## config.mk

```make
export PLATFORM = sky130hd
export DESIGN_NAME = pic_ctrl_sync_flat
export DESIGN_NICKNAME = d
export VERILOG_FILES = /design/src/rtl/pic_ctrl_sync_if.sv /design/src/rtl/pic_ctrl_sync.sv /design/src/flat_wrapper.sv
export SDC_FILE = /design/constraint.sdc
export NUM_CORES = 1
export LEC_CHECK = 0
export ABC_AREA = 1
export CAP_MARGIN = 30
export CORE_MARGIN = 4
export CORE_UTILIZATION = 45
export DETAILED_ROUTE_END_ITERATION = 10
export PLACE_DENSITY_LB_ADDON = 0.12
export REMOVE_ABC_BUFFERS = 1
export SYNTH_ARGS = -nofsm -noshare
export SYNTH_HDL_FRONTEND = slang
export SYNTH_SLANG_ARGS = --single-unit
```

## constraint.sdc

```tcl
create_clock -name clk -period 7.35 [get_ports clk]
set_input_delay 2.205 -clock clk [delete_from_list [all_inputs] [get_ports clk]]
set_output_delay 2.205 -clock clk [all_outputs]
set_load 0.005 [all_outputs]
```

## src/rtl/pic_ctrl_sync_if.sv

```systemverilog
// Bus/CPU-side signal bundle for pic_ctrl_sync.
interface pic_ctrl_sync_if #(
  parameter int NUM_IRQ = 8
);
  logic               wr_en;
  logic               rd_en;
  logic               a0;
  logic [7:0]         din;
  logic [7:0]         dout;
  logic [NUM_IRQ-1:0] irq_in;
  logic               inta_n;
  logic               int_out;
  logic [7:0]         vec_out;
  logic               vec_valid;
  logic               init_done;
  logic [7:0]         icw3_word;

  modport master (
    output wr_en, rd_en, a0, din, irq_in, inta_n,
    input  dout, int_out, vec_out, vec_valid, init_done, icw3_word
  );

  modport slave (
    input  wr_en, rd_en, a0, din, irq_in, inta_n,
    output dout, int_out, vec_out, vec_valid, init_done, icw3_word
  );
endinterface

```

## src/rtl/pic_ctrl_sync.sv

```systemverilog
// Clocked 8259-style PIC control: ICW/OCW decode, IRR/ISR/IMR, priority, INTA sequencing.
module pic_ctrl_sync #(
  parameter int                 NUM_IRQ  = 8,
  parameter logic [NUM_IRQ-1:0] MASK_RST = '0
) (
  input logic            clk,
  input logic            rst,
  pic_ctrl_sync_if.slave bus
);
  localparam int unsigned NIRQ    = NUM_IRQ;
  localparam logic [2:0]  LOW_RST = 3'(NUM_IRQ - 1);

  typedef enum logic [2:0] {
    S_WAIT_ICW1 = 3'd0,
    S_ICW2      = 3'd1,
    S_ICW3      = 3'd2,
    S_ICW4      = 3'd3,
    S_READY     = 3'd4
  } init_t;

  typedef enum logic [1:0] {
    A_IDLE = 2'd0,
    A_ACK1 = 2'd1,
    A_GAP  = 2'd2,
    A_ACK2 = 2'd3
  } ack_t;

  init_t              init_st;
  ack_t               ack_st;
  logic [NUM_IRQ-1:0] irr, isr, imr, irq_prev;
  logic [4:0]         base;
  logic               sngl, ic4, ltim, aeoi, rot_aeoi, rd_isr;
  logic [2:0]         lowest, win;
  logic               spur, inta_prev;
  logic [7:0]         dout_r, vec_r, icw3_r;
  logic               vv_r, int_r;

  // priority scan results
  logic [7:0] pend8, isr8, irr8, imr8;
  logic [2:0] lvl, pend_top, isr_top;
  logic       have_pend, have_isr, first_hit, int_cond;

  // decode / next-state helpers
  logic       icw1, wr_ready, ocw1, ocw2, ocw3;
  logic       inta_fall, inta_rise, ack_start, ack_end;
  logic       eoi_do, lvl_ok, set_prio;
  logic [2:0] eoi_lvl, lowest_n;
  logic [7:0] isr_n, irr_n, edge8, rd_val;

  assign bus.dout      = dout_r;
  assign bus.int_out   = int_r;
  assign bus.vec_out   = vec_r;
  assign bus.vec_valid = vv_r;
  assign bus.init_done = (init_st == S_READY);
  assign bus.icw3_word = icw3_r;

  // walk levels from highest to lowest priority; first hit of pend|isr decides int_out
  always_comb begin
    pend8 = '0;
    pend8[NUM_IRQ-1:0] = irr & ~imr;
    isr8 = '0;
    isr8[NUM_IRQ-1:0] = isr;
    irr8 = '0;
    irr8[NUM_IRQ-1:0] = irr;
    imr8 = '0;
    imr8[NUM_IRQ-1:0] = imr;
    lvl       = '0;
    pend_top  = '0;
    isr_top   = '0;
    have_pend = 1'b0;
    have_isr  = 1'b0;
    first_hit = 1'b0;
    int_cond  = 1'b0;
    for (int unsigned i = 1; i <= NIRQ; i++) begin
      lvl = 3'((32'(lowest) + i) % NIRQ);
      if (!have_pend && pend8[lvl]) begin
        have_pend = 1'b1;
        pend_top  = lvl;
      end
      if (!have_isr && isr8[lvl]) begin
        have_isr = 1'b1;
        isr_top  = lvl;
      end
      if (!first_hit && (pend8[lvl] || isr8[lvl])) begin
        first_hit = 1'b1;
        int_cond  = pend8[lvl] && !isr8[lvl];
      end
    end
  end

  // write decode, INTA edge detect and next values of IRR/ISR/lowest
  always_comb begin
    icw1      = bus.wr_en && !bus.a0 && bus.din[4];
    wr_ready  = bus.wr_en && (init_st == S_READY) && !icw1;
    ocw1      = wr_ready && bus.a0;
    ocw2      = wr_ready && !bus.a0 && (bus.din[4:3] == 2'b00);
    ocw3      = wr_ready && !bus.a0 && (bus.din[4:3] == 2'b01);
    inta_fall = inta_prev && !bus.inta_n;
    inta_rise = !inta_prev && bus.inta_n;
    ack_start = (ack_st == A_IDLE) && inta_fall;
    ack_end   = (ack_st == A_ACK2) && inta_rise;
    lvl_ok    = (32'(bus.din[2:0]) < NIRQ);
    eoi_do    = ocw2 && bus.din[5] && have_isr;
    eoi_lvl   = bus.din[6] ? bus.din[2:0] : isr_top;
    set_prio  = ocw2 && (bus.din[7:5] == 3'b110) && lvl_ok;

    // clear from EOI first, then the acknowledge set, so a same-bit set wins
    isr_n = isr8;
    if (eoi_do) isr_n[eoi_lvl] = 1'b0;
    if (ack_start && have_pend) isr_n[pend_top] = 1'b1;
    if (ack_end && aeoi && !spur) isr_n[win] = 1'b0;

    edge8 = '0;
    edge8[NUM_IRQ-1:0] = bus.irq_in & ~irq_prev;
    irr_n = '0;
    if (ltim) begin
      irr_n[NUM_IRQ-1:0] = bus.irq_in;
    end else begin
      irr_n = irr8 | edge8;
      if (ack_start && have_pend) irr_n[pend_top] = 1'b0;
    end

    lowest_n = lowest;
    if (eoi_do && bus.din[7] && (!bus.din[6] || lvl_ok)) lowest_n = eoi_lvl;
    if (set_prio) lowest_n = bus.din[2:0];
    if (ack_end && aeoi && !spur && rot_aeoi) lowest_n = win;

    rd_val = bus.a0 ? imr8 : (rd_isr ? isr8 : irr8);
  end

  // all architectural state; ICW1 overrides every other update
  always_ff @(posedge clk) begin
    if (rst) begin
      init_st   <= S_WAIT_ICW1;
      ack_st    <= A_IDLE;
      irr       <= '0;
      isr       <= '0;
      imr       <= MASK_RST;
      irq_prev  <= '0;
      base      <= '0;
      sngl      <= 1'b0;
      ic4       <= 1'b0;
      ltim      <= 1'b0;
      aeoi      <= 1'b0;
      rot_aeoi  <= 1'b0;
      rd_isr    <= 1'b0;
      lowest    <= LOW_RST;
      win       <= '0;
      spur      <= 1'b0;
      inta_prev <= 1'b1;
      dout_r    <= '0;
      vec_r     <= '0;
      icw3_r    <= '0;
      vv_r      <= 1'b0;
      int_r     <= 1'b0;
    end else begin
      irq_prev  <= bus.irq_in;
      inta_prev <= bus.inta_n;
      if (icw1) begin
        init_st  <= S_ICW2;
        ic4      <= bus.din[0];
        sngl     <= bus.din[1];
        ltim     <= bus.din[3];
        aeoi     <= 1'b0;
        rot_aeoi <= 1'b0;
        imr      <= MASK_RST;
        irr      <= '0;
        isr      <= '0;
        base     <= '0;
        lowest   <= LOW_RST;
        rd_isr   <= 1'b0;
        ack_st   <= A_IDLE;
        win      <= '0;
        spur     <= 1'b0;
        dout_r   <= '0;
        vec_r    <= '0;
        icw3_r   <= '0;
        vv_r     <= 1'b0;
        int_r    <= 1'b0;
      end else begin
        irr    <= irr_n[NUM_IRQ-1:0];
        isr    <= isr_n[NUM_IRQ-1:0];
        lowest <= lowest_n;
        int_r  <= (init_st == S_READY) && (ack_st == A_IDLE) && int_cond && !ack_start;

        case (init_st)
          S_ICW2: if (bus.wr_en && bus.a0) begin
            base    <= bus.din[7:3];
            init_st <= !sngl ? S_ICW3 : (ic4 ? S_ICW4 : S_READY);
          end
          S_ICW3: if (bus.wr_en && bus.a0) begin
            icw3_r  <= bus.din;
            init_st <= ic4 ? S_ICW4 : S_READY;
          end
          S_ICW4: if (bus.wr_en && bus.a0) begin
            aeoi    <= bus.din[1];
            init_st <= S_READY;
          end
          default: ;
        endcase

        if (ocw1) imr <= bus.din[NUM_IRQ-1:0];
        if (ocw2 && (bus.din[7:5] == 3'b100)) rot_aeoi <= 1'b1;
        if (ocw2 && (bus.din[7:5] == 3'b000)) rot_aeoi <= 1'b0;
        if (ocw3 && bus.din[1]) rd_isr <= bus.din[0];
        if (bus.rd_en) dout_r <= rd_val;

        case (ack_st)
          A_IDLE: if (inta_fall) begin
            ack_st <= A_ACK1;
            win    <= have_pend ? pend_top : 3'd7;
            spur   <= !have_pend;
          end
          A_ACK1: if (inta_rise) ack_st <= A_GAP;
          A_GAP: if (inta_fall) begin
            ack_st <= A_ACK2;
            vec_r  <= {base, win};
            vv_r   <= 1'b1;
          end
          A_ACK2: if (inta_rise) begin
            ack_st <= A_IDLE;
            vv_r   <= 1'b0;
          end
          default: ack_st <= A_IDLE;
        endcase
      end
    end
  end
endmodule

```

## src/flat_wrapper.sv

```systemverilog
// flat-port wrapper written by rule: the top's interface ports become plain ports
module pic_ctrl_sync_flat 
#(
  parameter int                 NUM_IRQ  = 8,
  parameter logic [NUM_IRQ-1:0] MASK_RST = '0
)
  (clk, rst, bus_wr_en, bus_rd_en, bus_a0, bus_din, bus_irq_in, bus_inta_n, bus_dout, bus_int_out, bus_vec_out, bus_vec_valid, bus_init_done, bus_icw3_word);
  pic_ctrl_sync_if #(.NUM_IRQ(NUM_IRQ)) bus_i ();
  input logic clk;
  input logic rst;
  input wire logic [$bits(bus_i.wr_en)-1:0] bus_wr_en;
  input wire logic [$bits(bus_i.rd_en)-1:0] bus_rd_en;
  input wire logic [$bits(bus_i.a0)-1:0] bus_a0;
  input wire logic [$bits(bus_i.din)-1:0] bus_din;
  input wire logic [$bits(bus_i.irq_in)-1:0] bus_irq_in;
  input wire logic [$bits(bus_i.inta_n)-1:0] bus_inta_n;
  output wire logic [$bits(bus_i.dout)-1:0] bus_dout;
  output wire logic [$bits(bus_i.int_out)-1:0] bus_int_out;
  output wire logic [$bits(bus_i.vec_out)-1:0] bus_vec_out;
  output wire logic [$bits(bus_i.vec_valid)-1:0] bus_vec_valid;
  output wire logic [$bits(bus_i.init_done)-1:0] bus_init_done;
  output wire logic [$bits(bus_i.icw3_word)-1:0] bus_icw3_word;
  assign bus_i.wr_en = bus_wr_en;
  assign bus_i.rd_en = bus_rd_en;
  assign bus_i.a0 = bus_a0;
  assign bus_i.din = bus_din;
  assign bus_i.irq_in = bus_irq_in;
  assign bus_i.inta_n = bus_inta_n;
  assign bus_dout = bus_i.dout;
  assign bus_int_out = bus_i.int_out;
  assign bus_vec_out = bus_i.vec_out;
  assign bus_vec_valid = bus_i.vec_valid;
  assign bus_init_done = bus_i.init_done;
  assign bus_icw3_word = bus_i.icw3_word;
  pic_ctrl_sync #(.NUM_IRQ(NUM_IRQ), .MASK_RST(MASK_RST)) u_core (.clk(clk), .rst(rst), .bus(bus_i));
endmodule
```

==> Yosys cells after proc, flatten, opt, wreduce, memory -nomap -nowiden <==
Cells that the tools add are included.
{ "word_totals": {"in_bits": 22, "reg_bits": 82, "word_cells": 310, "out_inout_bits": 27} }
{ "classes": {"n_eq_ne": 20, "magnitude_cmp": 14, "n_bitwise": 12, "n_addsub": 8, "n_mux": 112, "n_reduce_logical": 121} }
{ "ops": {"columns": ["cell", "count"], "rows": [
  ["3-bit two-way mux", 26],
  ["1-bit logical AND", 59],
  ["8-bit two-way mux", 7],
  ["1-bit two-way mux", 53],
  ["1-bit binary-select mux with 3-bit select", 16],
  ["3-bit by 4-bit < comparator with 1-bit output (second input constant)", 11],
  ["8-bit AND", 5],
  ["8-bit NOT", 5],
  ["1-bit zero test", 36],
  ["8-bit bitwise OR", 2],
  ["2-bit by 1-bit != test with 1-bit output (second input constant)", 7],
  ["3-bit adder (second input constant)", 4],
  ["4-bit AND reduction", 3],
  ["2-bit AND reduction", 5],
  ["1-bit demux with 3-bit select", 3],
  ["3-bit equality test (second input constant)", 3],
  ["3-bit by 1-bit >= comparator with 1-bit output (second input constant)", 3],
  ["3-bit by 1-bit != test with 1-bit output (second input constant)", 3],
  ["3-bit case mux with 3 select lines", 1],
  ["1-bit logical OR", 8],
  ["2-bit two-way mux", 4],
  ["2-bit case mux with 4 select lines", 1],
  ["3-bit by 1-bit adder with 3-bit output (second input constant)", 2],
  ["3-bit by 2-bit adder with 3-bit output (second input constant)", 2],
  ["other kinds (13)", 18]
]} }

==> Depth between registers and ports, before layout <==
Gate-level depths: netlist (run 1).
{ "logic_depth": {"ltp_word": 37, "ltp_mapped": 23, "ltp_nobuf": 20} }

==> Least setup slack after synthesis (run 1) <==
No wires, ideal clock.
{ "synth_path": {"path_kind": "input -> register", "from": "input bus_a0", "to": "register u_core.vv_r (netlist: u_core.bus.vec_valid)", "setup_slack_ns": 3.746, "path_stages": 6, "path_buffers": 2, "setup_ns": 0.132, "required_time_ns": 7.218, "arrival_ns": 3.472, "cell_sequence": "clkbuf_1 -> nor3_1 -> nor2_1 -> inv_1 -> clkbuf_1 -> a21oi_1"} }
{ "synth_via": {"elab_chain_cells": 4} }
{ "synth_lines": {"columns": ["item", "line_no", "source"], "rows": [
  ["start: declaration", "flat_wrapper.sv:13", "input wire logic [$bits(bus_i.a0)-1:0] bus_a0;"],
  ["1-bit zero test", "pic_ctrl_sync.sv:93", "icw1 = bus.wr_en && !bus.a0 && bus.din[4];"],
  ["1-bit logical AND (2 in series)", "pic_ctrl_sync.sv:93", null],
  ["2-bit OR reduction (no line)", null, null],
  ["end signal: assignment", "pic_ctrl_sync.sv:154", "vv_r <= 1'b0;"],
  ["end signal: assignment", "pic_ctrl_sync.sv:178", "vv_r <= 1'b0;"],
  ["end signal: assignment", "pic_ctrl_sync.sv:218", "vv_r <= 1'b1;"],
  ["end: declaration", "pic_ctrl_sync.sv:36", "logic vv_r, int_r;"]
]} }
Every way passes these cells.
A chain may end at the register's enable or synchronous reset.

==> Worst setup path in the final report (run 1) <==
{ "layout_path": {"from": "input bus_a0", "to": "register u_core.win[0]"} }
{ "layout_via": {"elab_chain_cells": 4} }
{ "layout_lines": {"columns": ["item", "line_no", "source"], "rows": [
  ["1-bit zero test", "pic_ctrl_sync.sv:93", null],
  ["1-bit logical AND (2 in series)", "pic_ctrl_sync.sv:93", null],
  ["2-bit OR reduction (no line)", null, null],
  ["end signal: assignment", "pic_ctrl_sync.sv:211", "win <= have_pend ? pend_top : 3'd7;"],
  ["end: declaration", "pic_ctrl_sync.sv:33", "logic [2:0] lowest, win;"]
]} }
Every way passes these cells.

==> results of run 1 <==
## cell usage in the layout (no fill, tap or decap), drive strengths merged, types with 8 or more instances in the layout
| cell type | instances |
|---|---|
| clkdlybuf4s50 | 48 |
| a21oi | 52 |
| inv | 95 |
| nor3 | 10 |
| nand4 | 14 |
| clkbuf | 9 |
| o21ai | 59 |
| nand2 | 179 |
| nor2 | 95 |
| o41ai | 8 |
| nand3 | 106 |
| dfxtp | 82 |
| o211ai | 9 |
| a31oi | 10 |
## Yosys cell counts, types with 2 or more instances
master,n,area share (%)
nand2_1,177,13
nand3_1,101,10
inv_1,87,6.6
nor2_1,87,6.6
dfxtp_1,82,33
o21ai_0,53,5.3
a21oi_1,50,5.0
clkbuf_1,15,1.1
nand4_1,12,1.5
a31oi_1,10,1.3
nor3_1,10,1.0
o211ai_1,9,1.4
o41ai_1,8,1.4
buf_2,7,0.70
ha_1,6,1.5
inv_2,6,0.45
nand3_2,5,1.0
nor2_2,5,0.63
o21ai_1,5,0.50
a211oi_1,4,0.60
clkinv_1,3,0.23
o2111ai_1,3,0.53
o21bai_1,3,0.45
or2_2,3,0.38
a21oi_2,2,0.35
buf_4,2,0.30
buf_6,2,0.45
nand2_2,2,0.25
nor2_4,2,0.45
xnor2_1,2,0.35
## cell families (layout without fill, tap and decap cells)
kind of cell / Yosys count / in the layout
DFF: 82 / 82
AOI/OAI and AO/OA: 152 / 152
buffers and inverters: 122 / 163
and+or+nand+nor: 408 / 408
adders and majority gates: 6 / 6
xor gates and xnor gates: 5 / 5
## sequential cells by signal, indices dropped and copies added (netlist names), 2 cells and up
register,count
u_core.ack_st,2
u_core.base,5
u_core.bus.dout,8
u_core.bus.icw3_word,8
u_core.bus.vec_out,8
u_core.imr,8
u_core.init_st,3
u_core.irq_prev,8
u_core.irr,8
u_core.isr,8
u_core.lowest,3
u_core.win,3
## cell type report
cell class | instances | area share (%)
Clock buffer | 9 | 2.165
Clock inverter | 7 | 1.093
Inverter | 96 | 6.298
Multi-Input combinational cell | 571 | 49.90
Sequential cell | 82 | 28.69
Tap cell | 140 | 3.061
Timing Repair Buffer | 51 | 8.791
## per-layer routing
layer | GRT usage (%) | vias to the layer above | share of wire [%]
met5 | 0 | - | 0
met4 | 9.215 | 0 | 2.1
met3 | 3.102 | 23 | 4.1
met2 | 41.31 | 138 | 48
met1 | 30.19 | 2407 | 46
li1 | - | 2649 | -
## worst max-delay path, stage by stage
cell	delay [ns]
clkdlybuf4s50_1	0.76
nor3_1	0.23
nor2_2	0.65
inv_1	0.48
a211oi_1	0.33
## report_power, final
part	switching (mW)	internal [mW]
combinational	0.204	0.114
clock	0.185	0.128
sequential	0.0320	0.477
## through the flow
stage | hold WS [ns] | util, %
floorplan | 0.4375 | -
global placement | 0.4529 | 51.06
detailed placement | 0.4646 | 51.06
CTS | 0.4782 | 52.78
global route | 0.5055 | 52.78
finish | 0.4730 | 52.78
## path summary, 6_finish.rpt
check,start,endpoint,slack (ns)
worst max-delay path,bus_a0,u_core.win[0]$_SDFFE_PP0P_,2.96
worst min-delay path,u_core.sngl$_SDFFE_PP0P_,u_core.sngl$_SDFFE_PP0P_,0.47
worst max register to register,u_core.lowest[1]$_SDFFE_PP1P_,u_core.irr[2]$_SDFF_PP0_,3.55
worst min register to register,u_core.sngl$_SDFFE_PP0P_,u_core.sngl$_SDFFE_PP0P_,0.47
==> results by group, run 1 <==
Timing
  • Fin worst setup slack: 2.956 ns
  • RSZ-0062 raised after global routing: no
  • Setup-failing EPs final: 0
  • Setup Skew: 0.01513 ns
  • Min Clock Period, post-route: 4.394 ns
  • Actual slew at the worst max-slew pin: 0.9057 ns
  • FMAX: 227.6 MHz
  • Slew Limit Fails: 0
  • Setup TNS Final: 0 ns
  • Hold Vio Cnt, Final: 0
  • Max transition margin: 39.54%
  • Final period utilization: 59.78%

Yosys
  • Simple-Gate Fraction of Synth Area: 36.48%
  • Mapped cell area: 0.004984 sq mm
  • Top FF cell, synth: dfxtp_1
  • Compound-cell area share of the yosys netlist: 17.70%
  • Distinct cells, synth: 42
  • Async SR Flop Fraction: 0%
  • FF+latch count, synth: 82
  • Seq/Total Area, Yosys: 32.94%
  • Synth Area in Adders: 1.506%
  • Main combinational cell family by area after synthesis: simple AND/OR/NAND/NOR gates
  • Post-Synthesis Cells: 775
  • Xor/xnor share of the synthesized area: 1.557%
  • Synthesis Warnings: 0
  • Multiplexer share of the synthesized area: 0%
  • Post-synth EDFFs: 0
  • Mapped Avg Cell Area: 6.430 sq um

Route
  • Via Count: 5,217
  • Wirelength per Cell: 15.91 um
  • Post-Route WL: 15,210 um
  • DRC: 0
  • Drt first-iter violations: 486
  • Antenna Violating Nets Remaining: 0
  • Vias per inst: 5.457
  • DR pass1 iterations: 7

Floorplanning
  • # IOs: 49
  • DIE AREA: 0.01282 sq mm
  • Row count: 38
  • Placeable Area: 0.01084 sq mm
  • Die W: 113.2 um
  • Initial Utilization: 45.97%
  • Die Ht: 113.2 um

Final layout
  • Finished Layout Cells: 956
  • Synth-to-layout area growth: 14.81%
  • Share of layout cells above drive strength 1: 6.373%
  • Area of the multi-input gates: 0.002855 sq mm
  • Fin nets: 839
  • Diode count: 0
  • Finished Cell Area: 0.005722 sq mm
  • Reg area: 0.001642 sq mm
  • Fillers: 1,132

Clock tree
  • Root Driver: clkbuf_8
  • H-tree Lvls: 3
  • Post-CTS setup buffers: 0
  • Hold Buf Count CTS: 0
  • CTS resizes: 0
  • Num CTS Buffers: 9
  • Clock-pin slew on the worst setup and hold paths: 0.10 ns
  • TritonCTS clock tree: built
  • Later-pin clock latency in the skew report: 0.37 ns
  • Clk sinks: 82
  • Max clock buf depth: 2

Run status
  • Status: finished, final reports clean

GRT
  • Total track usage: 23.88%
  • Total gr overflow: 0
  • Largest net degree at the start of global routing: 31
  • Initial antenna violation count: 0
  • Vias in the first global route: 4,909
  • First-pass GRT wire length: 24,540 um

Hold path
  • Worst hold path depth: 2
  • Worst hold-check path type: reg -> reg

Pwr
  • Pwr Total: 1.140 mW
  • Worst vdd ir: 0.0001983 V
  • Cell Pwr Density: 199.2 mW/mm^2
  • Leak: 2.416 nW

Flow run
  • Max-cap violations: 0

Critical path
  • Crit Path Category: in -> reg
  • WP data required: 7.63 ns
  • Crit path DAT: 4.68 ns
  • CP startpoint kind: input port
  • Worst Setup End Kind: register
  • R2R depth: 16
  • CP max FO: 26

Place
  • Post-DP HPWL: 11,660 um
  • Port bufs: 48
  • Post-DP Area: 0.005535 sq mm
  • Post-place setup slack: 2.589 ns
  • Placed insts: 940
  • Final Wtd Congestion: 0.9128
(Power assumes the default switching activity.)
==> inputs of run 2 (changes only) <==
==> constraint.sdc (replaced) <==
create_clock -name clk -period 3.7 [get_ports clk]
set_input_delay 1.11 -clock clk [delete_from_list [all_inputs] [get_ports clk]]
set_output_delay 1.11 -clock clk [all_outputs]
set_load 0.005 [all_outputs]
==> run 2 against run 1 <==
Compared with the run above: sequential power up 98%; worst hold slack got worse by 0.0077 ns; sequential cell count stayed put; clock skew down 0.0034 ns; combinational power up 100%; global-route usage decreased by 0.064 points; setup slack lost 2.5 ns; cell count up 0.63%; non-clock buffer count up 6; critical path depth is 10 higher; count of clock-buffer cells in the layout is 3 higher; wire length barely moved.
==> results by group, run 2 (synthesis results as in run 1) <==
Run status
  • Status: finished, final reports clean

Critical path
  • Reg-to-reg endpoint: u_core.lowest[0]$_SDFFE_PP1P_
  • R2R depth: 15
  • CP peak stage delay: 0.47 ns
  • CP Cell Sequence: inv_2 -> ha_1 -> inv_1 -> nand3_1 -> nand3_1 -> nand2_2 -> nor2_4 -> nand4_4 -> nor2_8 -> nand3_1 -> nand3_1 -> o21ai_2 -> nor2_1 -> nand2_1 -> o2111ai_1
  • WP data required: 3.97 ns
  • Worst Setup End Kind: register
  • RR Startpoint: u_core.lowest[0]$_SDFFE_PP1P_
  • CP dominant cell by count: nand3_1
  • Crit path DAT: 3.54 ns
  • CP startpoint kind: register
  • Worst path slowest cell: dfxtp_1
  • Worst R2R Setup Slack: 0.43 ns
  • CP max FO: 19
  • Crit Path Category: reg -> reg

Final layout
  • Most common cell after layout, fill and taps aside: nand2_1
  • Fin nets: 845
  • Finished Layout Cells: 962
  • Synth-to-layout area growth: 16.57%
  • Diode count: 0
  • Finished Cell Area: 0.005809 sq mm
  • Share of layout cells above drive strength 1: 6.934%
  • Most frequent cells in the layout: nand2_1 (177), nand3_1 (101), inv_1 (87)
  • Util after Layout: 53.59%

Timing
  • Final period utilization: 88.28%
  • Slew Limit Fails: 0
  • Actual slew at the worst max-slew pin: 0.7613 ns
  • Fin worst setup slack: 0.4337 ns
  • Worst hold slack: 0.4653 ns
  • RSZ-0062 raised after global routing: no
  • Setup Skew: 0.01173 ns
  • Hold Vio Cnt, Final: 0
  • FMAX: 306.2 MHz
  • Min Clock Period, post-route: 3.266 ns
  • Setup TNS Final: 0 ns
  • Max transition margin: 49.06%
  • Setup-failing EPs final: 0

Floorplanning
  • Die Ht: 113.2 um
  • DIE AREA: 0.01282 sq mm
  • Placeable Area: 0.01084 sq mm
  • Die W: 113.2 um
  • Row count: 38
  • # IOs: 49
  • Initial Utilization: 45.97%

Place
  • Placed insts: 946
  • Post-DP Area: 0.005580 sq mm
  • Final Wtd Congestion: 0.9578
  • Port bufs: 48
  • Post-place setup slack: 0.5164 ns
  • Post-DP HPWL: 11,830 um

Clock tree
  • Later-pin clock latency in the skew report: 0.36 ns
  • Clk sinks: 82
  • Root Driver: clkbuf_8
  • Max clock buf depth: 2
  • Hold Buf Count CTS: 0
  • TritonCTS clock tree: built
  • CTS resizes: 0
  • H-tree Lvls: 3
  • Num CTS Buffers: 9
  • Clock-pin slew on the worst setup and hold paths: 0.07 ns
  • Post-CTS setup buffers: 0

Route
  • Max layer used: met4
  • Via Count: 5,318
  • Antenna Violating Nets Remaining: 0
  • Total length of routed met3 wires: 812 um
  • Routed wl met2: 7096 um
  • DR pass1 iterations: 5
  • Drt first-iter violations: 634
  • WL met1: 6796 um
  • Wirelength per Cell: 15.80 um
  • DRC: 0
  • Vias per inst: 5.528
  • Post-Route WL: 15,200 um

Pwr
  • Cell Pwr Density: 411.1 mW/mm^2
  • Leak: 2.471 nW
  • Worst vdd ir: 0.0002561 V
  • Pwr Total: 2.388 mW

GRT
  • Total track usage: 23.82%
  • Initial antenna violation count: 0
  • Total gr overflow: 0
  • First-pass GRT wire length: 24,580 um
  • Vias in the first global route: 5,084
  • Largest net degree at the start of global routing: 37

Hold path
  • HP Start: u_core.aeoi$_SDFFE_PP0P_
  • Worst hold-check path type: reg -> reg
  • Worst hold path depth: 2
  • Hold endpoint: u_core.aeoi$_SDFFE_PP0P_

Flow run
  • Max-cap violations: 0
## run 2: where the power goes
group | total (mW) | internal [mW] | switching (mW)
Combinational | 0.637 | 0.229 | 0.408
Clock | 0.745 | 0.417 | 0.327
Sequential | 1.01 | 0.948 | 0.0583
Total | 2.39 | 1.59 | 0.794
## run 2: critical path, delay by kind of cell (launching register included)
| family | cells | cell delay, ns |
|---|---|---|
| flops | 1 | 0.47 |
| buf+inv | 2 | 0.47 |
| simple gates | 10 | 1.67 |
| fa+ha+maj | 1 | 0.35 |
| compound gates | 2 | 0.21 |
## run 2: worst max-delay path by stage
stage	start	endpoint
after floorplan	bus_din[4]	u_core.rot_aeoi$_SDFFE_PP0P_
after global placement	bus_a0	u_core.lowest[0]$_SDFFE_PP1P_
after detailed placement	u_core.lowest[0]$_SDFFE_PP1P_	u_core.lowest[0]$_SDFFE_PP1P_
after CTS	u_core.lowest[0]$_SDFFE_PP1P_	u_core.lowest[0]$_SDFFE_PP1P_
after global routing	u_core.lowest[0]$_SDFFE_PP1P_	u_core.irr[5]$_SDFF_PP0_
final	u_core.lowest[0]$_SDFFE_PP1P_	u_core.lowest[0]$_SDFFE_PP1P_
## run 2: cell type report
class                      count  area, sq um
fill                        1101         5031
multi-input combinational    571         2855
sequential                    82         1642
timing repair buffer          57        548.0
inverter                      96        360.3
tap                          140        175.2
clock buffer                  12        155.1
clock inverter                 4        73.82
## run 2: routing by layer
layer / GRT usage [%] / vias to the layer above
li1: - / 2670
met1: 30.26 / 2413
met2: 39.65 / 197
met3: 3.316 / 38
met4: 11.62 / 0
met5: 0 / -
